[src/rtl/round_sequencer.sv]
// round_sequencer: game-round controller for the target shooting game.
// Sequences one game of SHOTS_PER_GAME shots. For each shot it has target_gen
// load a target, times the aiming window in video frames, resolves the shot
// against the cursor and advances target_gen for the next shot.
//
// Ports:
//   clk            - system clock
//   rst_n          - asynchronous active-low reset
//   ena            - global enable; low freezes every register
//   frame_tick     - one-cycle pulse per video frame
//   start_btn      - debounced start level; rising edge starts a game
//   fire_btn       - debounced fire level; rising edge fires
//   cursor_x/y     - player cursor position
//   target_x/y     - current target from target_gen
//   start_new_game - pulse; loads the target registers in target_gen
//   result_valid   - pulse; one shot resolved, advances the target_gen RNG
//   hit            - result of the last resolved shot, held until the next one
//   score          - hits this game
//   shots_left     - shots remaining in this game
//   round_active   - high while aiming
//   game_over      - high once the game has ended
module round_sequencer #(
    parameter int SHOTS_PER_GAME = 8,
    parameter int ROUND_FRAMES   = 180
) (
    input  logic       clk,
    input  logic       rst_n,
    input  logic       ena,
    input  logic       frame_tick,
    input  logic       start_btn,
    input  logic       fire_btn,
    input  logic [4:0] cursor_x,
    input  logic [4:0] cursor_y,
    input  logic [4:0] target_x,
    input  logic [4:0] target_y,
    output logic       start_new_game,
    output logic       result_valid,
    output logic       hit,
    output logic [3:0] score,
    output logic [3:0] shots_left,
    output logic       round_active,
    output logic       game_over
);

    typedef enum logic [2:0] {
        ST_IDLE    = 3'd0,
        ST_LOAD    = 3'd1,
        ST_SETTLE  = 3'd2,
        ST_AIM     = 3'd3,
        ST_RESOLVE = 3'd4,
        ST_OVER    = 3'd5
    } state_t;

    localparam logic [3:0] SHOTS_INIT = 4'(SHOTS_PER_GAME);
    localparam logic [7:0] TIMER_LAST = 8'(ROUND_FRAMES - 1);

    state_t     state_q, state_d;
    logic [7:0] timer_q, timer_d;
    logic [3:0] score_q, score_d;
    logic [3:0] shots_left_q, shots_left_d;
    logic       hit_q, hit_d;
    logic       start_q, start_d;
    logic       fire_q, fire_d;

    logic       start_rise_s;
    logic       fire_rise_s;
    logic       on_target_s;
    logic       last_shot_s;

    assign start_rise_s = start_btn & ~start_q;
    assign fire_rise_s  = fire_btn & ~fire_q;
    assign on_target_s  = (cursor_x == target_x) && (cursor_y == target_y);
    assign last_shot_s  = (shots_left_q == 4'd1);

    // Next-state and datapath logic; everything holds while ena is low.
    always_comb begin
        state_d      = state_q;
        timer_d      = timer_q;
        score_d      = score_q;
        shots_left_d = shots_left_q;
        hit_d        = hit_q;
        start_d      = start_q;
        fire_d       = fire_q;

        if (ena) begin
            start_d = start_btn;
            fire_d  = fire_btn;

            case (state_q)
                ST_IDLE, ST_OVER: begin
                    if (start_rise_s) begin
                        score_d      = 4'd0;
                        shots_left_d = SHOTS_INIT;
                        state_d      = ST_LOAD;
                    end else begin
                        state_d = state_q;
                    end
                end

                ST_LOAD: begin
                    state_d = ST_SETTLE;
                end

                // One cycle for the freshly loaded target to become visible.
                ST_SETTLE: begin
                    timer_d = 8'd0;
                    state_d = ST_AIM;
                end

                // Fire has priority over a timeout landing in the same cycle.
                ST_AIM: begin
                    if (fire_rise_s) begin
                        hit_d   = on_target_s;
                        state_d = ST_RESOLVE;
                    end else if (frame_tick) begin
                        if (timer_q == TIMER_LAST) begin
                            hit_d   = 1'b0;
                            state_d = ST_RESOLVE;
                        end else begin
                            timer_d = timer_q + 8'd1;
                        end
                    end else begin
                        state_d = ST_AIM;
                    end
                end

                // hit_q already holds this shot's result; score cannot exceed
                // SHOTS_PER_GAME so no saturation is needed.
                ST_RESOLVE: begin
                    score_d      = score_q + {3'd0, hit_q};
                    shots_left_d = shots_left_q - 4'd1;
                    if (last_shot_s) begin
                        state_d = ST_OVER;
                    end else begin
                        state_d = ST_SETTLE;
                    end
                end

                default: begin
                    state_d = ST_IDLE;
                end
            endcase
        end else begin
            state_d = state_q;
        end
    end

    // State and datapath registers; edge history resets high so a button
    // held through reset does not count as a press.
    always_ff @(posedge clk or negedge rst_n) begin
        if (!rst_n) begin
            state_q      <= ST_IDLE;
            timer_q      <= 8'd0;
            score_q      <= 4'd0;
            shots_left_q <= SHOTS_INIT;
            hit_q        <= 1'b0;
            start_q      <= 1'b1;
            fire_q       <= 1'b1;
        end else begin
            state_q      <= state_d;
            timer_q      <= timer_d;
            score_q      <= score_d;
            shots_left_q <= shots_left_d;
            hit_q        <= hit_d;
            start_q      <= start_d;
            fire_q       <= fire_d;
        end
    end

    // Strobes are decodes of the state register gated by ena, so a state
    // frozen by ena low cannot repeat its pulse.
    assign start_new_game = ena & ((state_q == ST_LOAD) ||
                                   ((state_q == ST_RESOLVE) && !last_shot_s));
    assign result_valid   = ena & (state_q == ST_RESOLVE);
    assign round_active   = (state_q == ST_AIM);
    assign game_over      = (state_q == ST_OVER);
    assign hit            = hit_q;
    assign score          = score_q;
    assign shots_left     = shots_left_q;

endmodule

[config.mk]
export PLATFORM = sky130hd
export DESIGN_NAME = round_sequencer
export DESIGN_NICKNAME = d
export VERILOG_FILES = /design/src/rtl/round_sequencer.sv
export SDC_FILE = /design/constraint.sdc
export NUM_CORES = 1
export LEC_CHECK = 0
export CAP_MARGIN = 0
export CORE_UTILIZATION = 43
export CTS_BUF_LIST = sky130_fd_sc_hd__clkbuf_16
export CTS_CLUSTER_SIZE = 10
export DETAILED_ROUTE_END_ITERATION = 7
export GPL_ROUTABILITY_DRIVEN = 1
export PLACE_DENSITY = 0.79
export SKIP_CTS_REPAIR_TIMING = 1
export SLEW_MARGIN = 15
export SYNTH_ARGS = -nofsm -noshare
export SYNTH_HDL_FRONTEND = slang
export SYNTH_SLANG_ARGS = --single-unit
[constraint.sdc]
create_clock -name clk -period 1.8 [get_ports clk]
set_input_delay 0.36 -clock clk [delete_from_list [all_inputs] [get_ports clk]]
set_output_delay 0.36 -clock clk [all_outputs]
set_load 0.01 [all_outputs]
# == Word-level counts from Yosys, hierarchy flattened ==
# Cells that the tools add are included.
# classes
n_addsub,3
eq_ne,14
n_mux,17
n_bitwise,6
n_reduce_logical,14
# ops
op,count
two-way mux 8 bit,3
case mux 4 bit (2 select lines),2
case mux 8 bit (2 select lines),1
two-way mux 3 bit,5
case mux 3 bit (5 select lines),1
== test 5 bit,2
adder 8 x 1 -> 8 bit (second input constant),1
== test 8 bit (second input constant),1
two-way mux 4 bit,2
!= test 2 bit (second input constant),4
nonzero test 2 bit,4
== test 3 x 2 -> 1 bit (second input constant),2
== test 3 bit (second input constant),2
AND reduction 3 bit,2
AND reduction 5 bit,1
adder 4 x 1 -> 4 bit,1
bitwise AND 1 bit,4
== test 4 x 1 -> 1 bit (second input constant),1
!= test 4 x 2 -> 1 bit (second input constant),1
AND reduction 4 bit,1
subtractor 4 x 1 -> 4 bit (second input constant),1
== test 3 x 1 -> 1 bit (second input constant),1
zero test 3 bit,1
two-way mux 1 bit,3
5 further kinds,7
# word_totals
register_bits,22
inputBits,26
out_inout_bits,13

# == Logic depth before layout (Yosys ltp) ==
# Gate-level depths: netlist (run 1).
# logic_depth
depth_word,5
ltp_mapped,6
ltp_nobuf,6

# == Least setup slack after synthesis (run 1) ==
# Ideal clock, no wire load.
# synth_timing
path_kind,register to register
from,reg timer_q[0]
to,"reg hit_q, in the netlist hit"
t_arrival_ps,1634
setup_slack_ps,41
path_stages_with_launch,7
path_buffers,0
path_cell_list,dfrtp_1 > ha_1 > nor4b_2 > nand3_2 > a31o_4 > nor3_4 > mux2_4
# synth_via
elab_chain_len,3
# synth_rtl
element,line,source
from (decl),58,"logic [7:0] timer_q, timer_d;"
from (signal assigned),161,timer_q <= timer_d;
== test 8 bit,116,if (timer_q == TIMER_LAST) begin
nonzero test 2 bit (no source line),n/a,
AND reduction 4 bit (no source line),n/a,
to (signal assigned),164,hit_q <= hit_d;
to (decl),61,"logic hit_q, hit_d;"
# Every way passes these cells.
# A chain may end at the register's enable or synchronous reset.

# == Worst setup path in the final report (run 1) ==
# Same ends and word-level chain as after synthesis.

==> results of run 1 <==
layer usage:
| layer | vias to the layer above | share of wire | GRT usage | routed length (um) |
|---|---|---|---|---|
| li1 | 723 | - | - | - |
| met3 | 5 | 0.038 | 0.0130 | 155 |
| met4 | 0 | 0.015 | 0.0930 | 61 |
| met1 | 729 | 0.43 | 0.320 | 1760 |
| met2 | 45 | 0.52 | 0.435 | 2120 |
| met5 | - | 0 | 0 | 0 |
cells in the final DEF (no fill, tap or decap), types with 3 or more instances in the layout:
cell type,count
nor3_1,4
dlymetal6s2s_1,5
nand3_1,9
o21ai_0,11
clkbuf_16,3
nor2_1,10
nor2b_1,3
o31ai_1,4
inv_1,5
a21oi_1,4
clkdlybuf4s50_1,33
buf_4,43
xnor2_1,11
nand2_1,18
dfrtp_1,18
dfstp_2,3
nand4_1,5
ha_1,4
area by class of cell:
| cell class | count | share of cell area |
|---|---|---|
| Inverter | 6 | 0.00975 |
| Tap cell | 44 | 0.0238 |
| Timing Repair Buffer | 83 | 0.320 |
| Clock buffer | 3 | 0.0325 |
| Multi-Input combinational cell | 124 | 0.372 |
| Clock inverter | 1 | 0.00163 |
| Sequential cell | 22 | 0.241 |
state kept, by name, summed over array words and instances, names as in the netlist:
name        cells
fire_q          1
hit             1
score           4
shots_left      4
start_q         1
state_q         3
timer_q         8
power groups by stage:
stage | sequential (mW) | combinational, mW | clock (mW)
global route | 0.715 | 1.68 | 0.514
finish | 0.705 | 1.55 | 0.492
detailed placement | 0.705 | 1.34 | 0
CTS | 0.698 | 1.35 | 0.495
floorplan | 0.728 | 0.648 | 0
global placement | 0.696 | 1.29 | 0
through the flow:
stage	hold slack [ns]	power (mW)	std cells
global route	0.485	2.91	283
detailed placement	0.512	2.04	271
CTS	0.468	2.54	275
finish	0.460	2.75	283
floorplan	0.0644	1.38	157
global placement	0.496	1.99	271
cells by family after synthesis:
family                     synth area share
DFF                                   0.386
buffers and inverters                0.0357
AOI/OAI and AO/OA                     0.162
xor gates and xnor gates             0.0732
muxes                                0.0331
adders and majority gates            0.0436
and+or+nand+nor                       0.266
worst register-to-register path: stages (launching register included):
cell and delay [ns]:
dfrtp_1 0.36, ha_2 0.19, nor4b_4 0.24, nand3_2 0.13, a31o_4 0.26, nor3_4 0.22
mux2_4 0.31
how the worst max path moves through the flow:
stage	cells after the start	slack, ns	startpoint	to
floorplan	6	0.04	timer_q[0]	hit
global placement	4	-0.28	ena	start_new_game
detailed placement	5	-0.26	ena	result_valid
CTS	5	-0.45	state_q[0]	start_new_game
global route	6	-0.1	timer_q[0]	hit
finish	6	-0.03	timer_q[0]	hit
==> summary.md, run 1 <==
| Metric | Value |
|---|---|
| Status | `finished, violations left` |
| Failing checks | `setup timing` |
| Ranking of synthesized cells by area | `dfrtp_1 (33%), xnor2_1 (6.7%), dfstp_2 (5.5%)` |
| Ys flop type | `dfrtp_1` |
| Reg clk slew, reported paths | `0.06 ns` |
| Slew headroom | `0.721` |
| Post-synth cell types | `48` |
| Worst vdd ir | `446 uV` |
| Post-route clock period utilization | `1.01` |
| Starting Density | `0.462` |
| Worst Path Buf+Inv | `0` |
| Critical path type | `flip-flop to flip-flop` |
| RSZ-0062 raised after global routing | `yes` |
| Via count | `1502` |
| Number of synthesized flops with an enable pin | `0` |
| Top cells by count, synth | `dfrtp_1 (19), nand2_1 (18), o21ai_0 (12)` |
| Slowest stage delay, CP | `0.36 ns` |
| Seq. cell area | `556 um2` |
| Top-area cell type share of the netlist area | `0.331` |
| Input/output buffers | `38` |
| First-iteration detailed-routing DRC count | `75` |
| CP max-delay cell | `dfrtp_1` |
| Fin nets | `271` |
| Fillers | `246` |
| Die width | `59.8 um` |
| Synth async-reset ratio | `1.00` |
| GR Overflow Total | `0` |
| Die Y | `59.8 um` |
| Worst R2R Path Depth | `6` |
| Top delay family on crit path | `simple AND/OR/NAND/NOR gates` |
| CTS buffer count | `3` |
| Deepest clock path buffer count | `2` |
| Post-synthesis sequential area ratio | `0.386` |
| Final setup violation count | `1` |
| Worst EP required | `1.95 ns` |
| Setup_tns | `-0.0266 ns` |
| Clk Latency, worst-skew pair | `0.26 ns` |
| Fraction of layout cells with a size suffix above 1 | `0.301` |
| Register-to-Register Setup Slack | `-0.03 ns` |
| Crit path arrival time | `1.97 ns` |
| Final Cell Area | `2310 um2` |
| Max_cap viols | `0` |
| Residual DRC | `0` |
| Count leader, synth | `dfrtp_1` |
| Startpoint Class | `flip-flop` |
| ANT cells | `0` |
| Gp weighted congestion | `0.809` |
| Worst slack at placement | `-0.262 ns` |
| Max Fclk | `547 MHz` |
| Clock skew | `0.00119 ns` |
| Slew @ Worst Pin | `0.415 ns` |
| Die area | `3570 um2` |
| Logic pwr share | `0.565` |
| Final Util | `0.744` |
| CTS HTree Levels | `1` |
| Worst Hold Class | `input port to async pin` |
| Vias/cell | `5.31` |
| Internal | `1.73 mW` |
| CTS tree | `done` |
| Clock share of power | `0.179` |
| Post-Place Cell Area | `2120 um2` |
| Clock sinks | `22` |
| Largest area contributor in the netlist | `dfrtp_1` |
| Worst Setup End Kind | `flip-flop` |
| Psw | `1.02 mW` |
| Syn avg cell area | `9.14 um2` |
| Min Tclk post-route | `1.83 ns` |
| Reg power frac | `0.256` |
| Critical-path maximum fanout | `4` |
| Routed len/inst | `14.5 um` |
| #FFs+latches synth | `22` |
| Hold Fails Final Rpt | `0` |
| Vias in the first global route | `1514` |
| Critical Path, Cell by Cell | `ha_2 > nor4b_4 > nand3_2 > a31o_4 > nor3_4 > mux2_4` |
| Pin count of the biggest net entering global routing | `23` |
| CTS root buf | `clkbuf_16` |
| Final WS setup | `-0.0266 ns` |
| Syn. warnings | `0` |
| Drt pass-1 iters | `4` |
| Synth Instances | `157` |
| RR Startpoint | `timer_q[0]` |
| Switching portion of total power | `0.370` |
| GRT Total Usage | `0.248` |
| Initial antenna violation count | `0` |
| Global-route wire length before repair | `6.58 mm` |
| Row cnt | `20` |
| Cell Area, Synth | `1440 um2` |
| Multi-input gate area | `860 um2` |
| Top-Level Pins | `39` |
| Capture point of the worst reg-to-reg path | `hit` |
| Pwr/cell area | `1190 nW/um2` |
| Area grow syn2layout | `60.9%` |
| CORE AREA | `3100 um2` |
| Routed WL | `4.09 mm` |
| Dpl hpwl | `3.03 mm` |
| Max-slew violation count | `0` |
| Antenna Nets Post-Route | `0` |
| Pleak | `1.08 nW` |
| Syn nets | `188` |
No activity file was read; power rests on OpenSTA's default activity.
==> run 2, diff against run 1 <==
--- a/config.mk
+++ b/config.mk
@@ -5,13 +5,14 @@
 export SDC_FILE = /design/constraint.sdc
 export NUM_CORES = 1
 export LEC_CHECK = 0
-export CAP_MARGIN = 0
+export CAP_MARGIN = 25
 export CORE_UTILIZATION = 43
 export CTS_BUF_LIST = sky130_fd_sc_hd__clkbuf_16
 export CTS_CLUSTER_SIZE = 10
 export DETAILED_ROUTE_END_ITERATION = 7
 export GPL_ROUTABILITY_DRIVEN = 1
 export PLACE_DENSITY = 0.79
+export RECOVER_POWER = 50
 export SKIP_CTS_REPAIR_TIMING = 1
 export SLEW_MARGIN = 15
 export SYNTH_ARGS = -nofsm -noshare
==> run 2 against run 1 <==
  * The flow still finishes with violations (setup timing)
  * Flip-flop and latch count is the same
  * Power shrank 0.19%
  * Routed wire length is essentially flat
  * Largest power group unchanged
  * Hold slack improved by 0.063 ns
  * Critical path depth stayed put
  * Final cell count unchanged
  * Largest cell class unchanged
==> summary.md, run 2 (same netlist as run 1, synthesis figures left out) <==
| Metric | Value |
|---|---|
| Hold Fails Final Rpt | `0` |
| Clock sinks | `22` |
| Area grow syn2layout | `60.2%` |
| Critical-path maximum fanout | `4` |
| CORE AREA | `3100 um2` |
| First-iteration detailed-routing DRC count | `82` |
| Critical Path, Cell by Cell | `ha_2 > nor4b_4 > nand3_2 > a31o_4 > nor3_4 > mux2_4` |
| Crit path arrival time | `1.98 ns` |
| Input/output buffers | `38` |
| Commonest non-fill, non-tap cells in the layout | `buf_4 (40), clkdlybuf4s50_1 (32), nand2_1 (18), dfrtp_1 (18)` |
| Slowest stage delay, CP | `0.36 ns` |
| Die Y | `59.8 um` |
| Final setup violation count | `1` |
| Min Tclk post-route | `1.83 ns` |
| Max_cap viols | `0` |
| RSZ-0062 raised after global routing | `yes` |
| Worst vdd ir | `445 uV` |
| Gp weighted congestion | `0.809` |
| Top reg by flops | `timer_q` |
| Pin count of the biggest net entering global routing | `23` |
| Final WS setup | `-0.0269 ns` |
| Starting Density | `0.462` |
| Antenna Nets Post-Route | `0` |
| Top-Level Pins | `39` |
| Deepest clock path buffer count | `2` |
| WL met1 | `1.76 mm` |
| Max-slew violation count | `0` |
| Most common cell after layout, fill and taps aside | `buf_4` |
| Routed len/inst | `14.4 um` |
| GR Overflow Total | `0` |
| CTS root buf | `clkbuf_16` |
| Fin Hold WS | `0.523 ns` |
| ANT cells | `0` |
| Multi-input gate area | `860 um2` |
| Residual DRC | `0` |
| Slew headroom | `0.607` |
| Row cnt | `20` |
| Post-route clock period utilization | `1.01` |
| Die width | `59.8 um` |
| Clk Latency, worst-skew pair | `0.26 ns` |
| CTS HTree Levels | `1` |
| Clock skew | `0.00116 ns` |
| Reg clk slew, reported paths | `0.06 ns` |
| Setup_tns | `-0.0269 ns` |
| Overall Power | `2.74 mW` |
| Status | `finished, violations left` |
| Metal3 WL | `148 um` |
| GRT Total Usage | `0.248` |
| Via count | `1506` |
| Worst Path Buf+Inv | `0` |
| Die area | `3570 um2` |
| Worst EP required | `1.95 ns` |
| Startpoint Class | `flip-flop` |
| Routed WL | `4.09 mm` |
| Pleak | `1.06 nW` |
| Max reg flops | `8` |
| Dpl hpwl | `3.03 mm` |
| Critical path type | `flip-flop to flip-flop` |
| Vias/cell | `5.32` |
| Seq. cell area | `556 um2` |
| Pwr/cell area | `1190 nW/um2` |
| CTS buffer count | `3` |
| Top delay family on crit path | `simple AND/OR/NAND/NOR gates` |
| Fraction of layout cells with a size suffix above 1 | `0.301` |
| Fin nets | `271` |
| Initial antenna violation count | `0` |
| Worst Hold Class | `flip-flop to flip-flop` |
| Max Fclk | `547 MHz` |
| Vias in the first global route | `1514` |
| Top Metal Used | `met4` |
| Worst Setup End Kind | `flip-flop` |
| Drt pass-1 iters | `4` |
| Failing checks | `setup timing` |
| Fillers | `250` |
| Slew @ Worst Pin | `0.590 ns` |
| CTS tree | `done` |
| Worst slack at placement | `-0.262 ns` |
| DR WL met2 | `2.11 mm` |
| CP max-delay cell | `dfrtp_1` |
| Global-route wire length before repair | `6.58 mm` |
run 2: final cells by class:
cell class,count,share of cell area
clock buffers,3,0.0326
clock inverters,1,0.00163
well taps,44,0.0239
flip-flops and latches,22,0.242
repair buffers,83,0.317
inverters,6,0.00979
multi-input cells,124,0.374
run 2: worst reg2reg max path: cells and delay by family (launching register included):
family / cells / cell delay [ns]
AND/OR/NAND/NOR: 3 / 0.59
flip-flops: 1 / 0.36
adder cells (fa/ha/maj): 1 / 0.19
multiplexers: 1 / 0.31
AO/OA/AOI/OAI: 1 / 0.26
run 2: report_power, final:
part | switching [mW] | total, mW | internal [mW]
Combinational | 0.734 | 1.55 | 0.813
Clock | 0.196 | 0.493 | 0.298
Sequential | 0.0900 | 0.704 | 0.614
run 2: worst paths after layout:
check / from / endpoint / slack (ns) / cells past startpoint
setup / recovery: timer_q[0] / hit / -0.03 / 6
hold / removal: score[2] / score[2] / 0.52 / 1
setup reg to reg: timer_q[0] / hit / -0.03 / 6
hold reg to reg: score[2] / score[2] / 0.52 / 1
max in group asynchronous: rst_n / state_q[1] / 0.74 / 2
min in group asynchronous: rst_n / score[2] / 0.63 / 2
run 2: metal layers:
layer | track usage | up-vias
met5 | 0 | -
met4 | 0.0930 | 0
met3 | 0.0130 | 5
met2 | 0.435 | 46
met1 | 0.320 | 732
li1 | - | 723
run 2: metrics by stage:
stage | cells | utilization | area [um2]
global placement | 271 | 0.683 | 2120
global route | 283 | 0.741 | 2300
detailed placement | 271 | 0.683 | 2120
finish | 283 | 0.741 | 2300
CTS | 275 | 0.708 | 2200
floorplan | 157 | - | 1440
==> run 3, diff against run 2 <==
--- a/config.mk
+++ b/config.mk
@@ -14,6 +14,7 @@
 export PLACE_DENSITY = 0.79
 export RECOVER_POWER = 50
 export SKIP_CTS_REPAIR_TIMING = 1
+export SKIP_LAST_GASP = 1
 export SLEW_MARGIN = 15
 export SYNTH_ARGS = -nofsm -noshare
 export SYNTH_HDL_FRONTEND = slang
==> run 3 against run 2 <==
  * The flow still finishes with violations (setup timing)
  * Flip-flop and latch count stayed put
  * Clock power hardly changed
  * Sequential share of layout area up 0.066 points
  * Critical path depth rose by 1
  * Count of clock-buffer cells in the layout unchanged
  * Sequential power is essentially flat
  * First-iteration DRC count down 23%
  * Worst setup slack worse by 0.014 ns
  * Critical endpoint unchanged
  * Largest power group unchanged
==> summary.md, run 3 (same netlist as run 1, synthesis figures left out) <==
| Metric | Value |
|---|---|
| Status | `finished, violations left` |
| Failing checks | `setup timing` |
| Startpoint Class | `input port` |
| Fin nets | `271` |
| CORE AREA | `3100 um2` |
| Crit path arrival time | `1.99 ns` |
| First-iteration detailed-routing DRC count | `63` |
| Worst EP required | `1.95 ns` |
| Die area | `3570 um2` |
| Clock share of power | `0.181` |
| Internal | `1.72 mW` |
| Post-route clock period utilization | `1.02` |
| Final Util | `0.739` |
| Gp weighted congestion | `0.809` |
| Clock skew | `0.00143 ns` |
| Metal3 WL | `161 um` |
| Top Metal Used | `met4` |
| Logic pwr share | `0.562` |
| Most common cell after layout, fill and taps aside | `buf_4` |
| Reg clk slew, reported paths | `0.06 ns` |
| Clk Latency, worst-skew pair | `0.26 ns` |
| Final setup violation count | `2` |
| Row cnt | `20` |
| Via count | `1498` |
| Deepest clock path buffer count | `2` |
| Slowest stage delay, CP | `0.56 ns` |
| Drt pass-1 iters | `4` |
| ANT cells | `0` |
| Commonest non-fill, non-tap cells in the layout | `buf_4 (42), clkdlybuf4s50_1 (32), nand2_1 (18), dfrtp_1 (18)` |
| Max_cap viols | `0` |
| Initial antenna violation count | `0` |
| Routed WL | `4.07 mm` |
| Worst Setup End Kind | `flip-flop` |
| Slew @ Worst Pin | `1.26 ns` |
| CTS HTree Levels | `1` |
| Switching portion of total power | `0.369` |
| Max Fclk | `543 MHz` |
| Vias in the first global route | `1514` |
| GRT Total Usage | `0.248` |
| Worst vdd ir | `446 uV` |
| Number of instances in the placed design | `271` |
| Final non-filler cell total | `283` |
| Die Y | `59.8 um` |
| Psw | `1.01 mW` |
| Critical Path, Cell by Cell | `dlygate4sd3_1 > buf_4 > buf_4 > o31ai_2 > a31o_4 > nor3_4 > mux2_4` |
| Max reg flops | `8` |
| Min Tclk post-route | `1.84 ns` |
| Fillers | `247` |
| CTS tree | `done` |
| Slew headroom | `0.158` |
| Critical-path maximum fanout | `4` |
| Hold Fails Final Rpt | `0` |
| Worst Hold Class | `flip-flop to flip-flop` |
| Input/output buffers | `38` |
| Vias/cell | `5.29` |
| Starting Density | `0.462` |
| Pleak | `1.06 nW` |
| Area grow syn2layout | `59.8%` |
| WL met1 | `1.74 mm` |
| Reg power frac | `0.258` |
| Residual DRC | `0` |
| Crit-path most repeated cell | `buf_4` |
| Fraction of layout cells with a size suffix above 1 | `0.289` |
| Pwr/cell area | `1190 nW/um2` |
| Die width | `59.8 um` |
| Antenna Nets Post-Route | `0` |
| Final WS setup | `-0.0413 ns` |
| Dpl hpwl | `3.03 mm` |
| Critical path type | `input port to flip-flop` |
| Clock sinks | `22` |
| RSZ-0062 raised after global routing | `yes` |
| CP max-delay cell | `dlygate4sd3_1` |
| CTS root buf | `clkbuf_16` |
| Routed len/inst | `14.4 um` |
| Max-slew violation count | `0` |
| Top reg by flops | `timer_q` |
| Pin count of the biggest net entering global routing | `23` |
| GR Overflow Total | `0` |
| DR WL met2 | `2.10 mm` |
| Global-route wire length before repair | `6.58 mm` |
| CTS buffer count | `3` |
| Top-Level Pins | `39` |
[run 3: cell count changes in the layout (fill, tap and decap cells not counted), sizes merged]
cell,change
clkbuf,-2
buf,+2
[run 3: through the flow]
| step | power [mW] | setup WS [ns] | hold slack, ns | area (um2) | TNS [ns] |
|---|---|---|---|---|---|
| after floorplan | 1.38 | 0.0412 | 0.0644 | 1440 | 0 |
| after global placement | 1.99 | -0.277 | 0.496 | 2120 | -1.18 |
| after detailed placement | 2.04 | -0.262 | 0.512 | 2120 | -1.50 |
| after CTS | 2.54 | -0.455 | 0.468 | 2200 | -1.30 |
| after global routing | 2.90 | -0.126 | 0.554 | 2290 | -0.407 |
| final | 2.73 | -0.0413 | 0.519 | 2290 | -0.0520 |
[run 3: final timing paths]
path	from	end	slack (ns)	depth (start not counted)
worst max-delay path	ena	hit	-0.04	7
worst min-delay path	score[2]	score[2]	0.52	1
worst max register to register	timer_q[0]	hit	-0.03	6
worst min register to register	score[2]	score[2]	0.52	1
max in group asynchronous	rst_n	state_q[1]	0.14	2
min in group asynchronous	rst_n	score[2]	0.82	2
[run 3: power by group through the flow]
stage	clock, mW	sequential (mW)	combinational [mW]
floorplan	0	0.728	0.648
global placement	0	0.696	1.29
detailed placement	0	0.705	1.34
CTS	0.495	0.698	1.35
global route	0.514	0.715	1.67
finish	0.494	0.704	1.54
[run 3: final cells by class]
cell class,instances,area (um2),share of cell area
clock buffer,3,75.1,0.0327
inverter,6,22.5,0.00982
timing repair buffer,83,729,0.318
multi-input combinational,124,852,0.372
tap,44,55.1,0.0240
sequential,22,556,0.242
clock inverter,1,3.75,0.00164
[run 3: metal layers]
| layer | vias up | GRT usage |
|---|---|---|
| met5 | - | 0 |
| met1 | 725 | 0.320 |
| li1 | 723 | - |
| met3 | 5 | 0.0130 |
| met4 | 0 | 0.0930 |
| met2 | 45 | 0.435 |
[run 3: critical path: cells and delay by family]
kind / cells / cell delay, ns
AND/OR/NAND/NOR: 1 / 0.22
AO/OA/AOI/OAI: 2 / 0.31
buffers and inverters: 3 / 0.78
multiplexers: 1 / 0.31
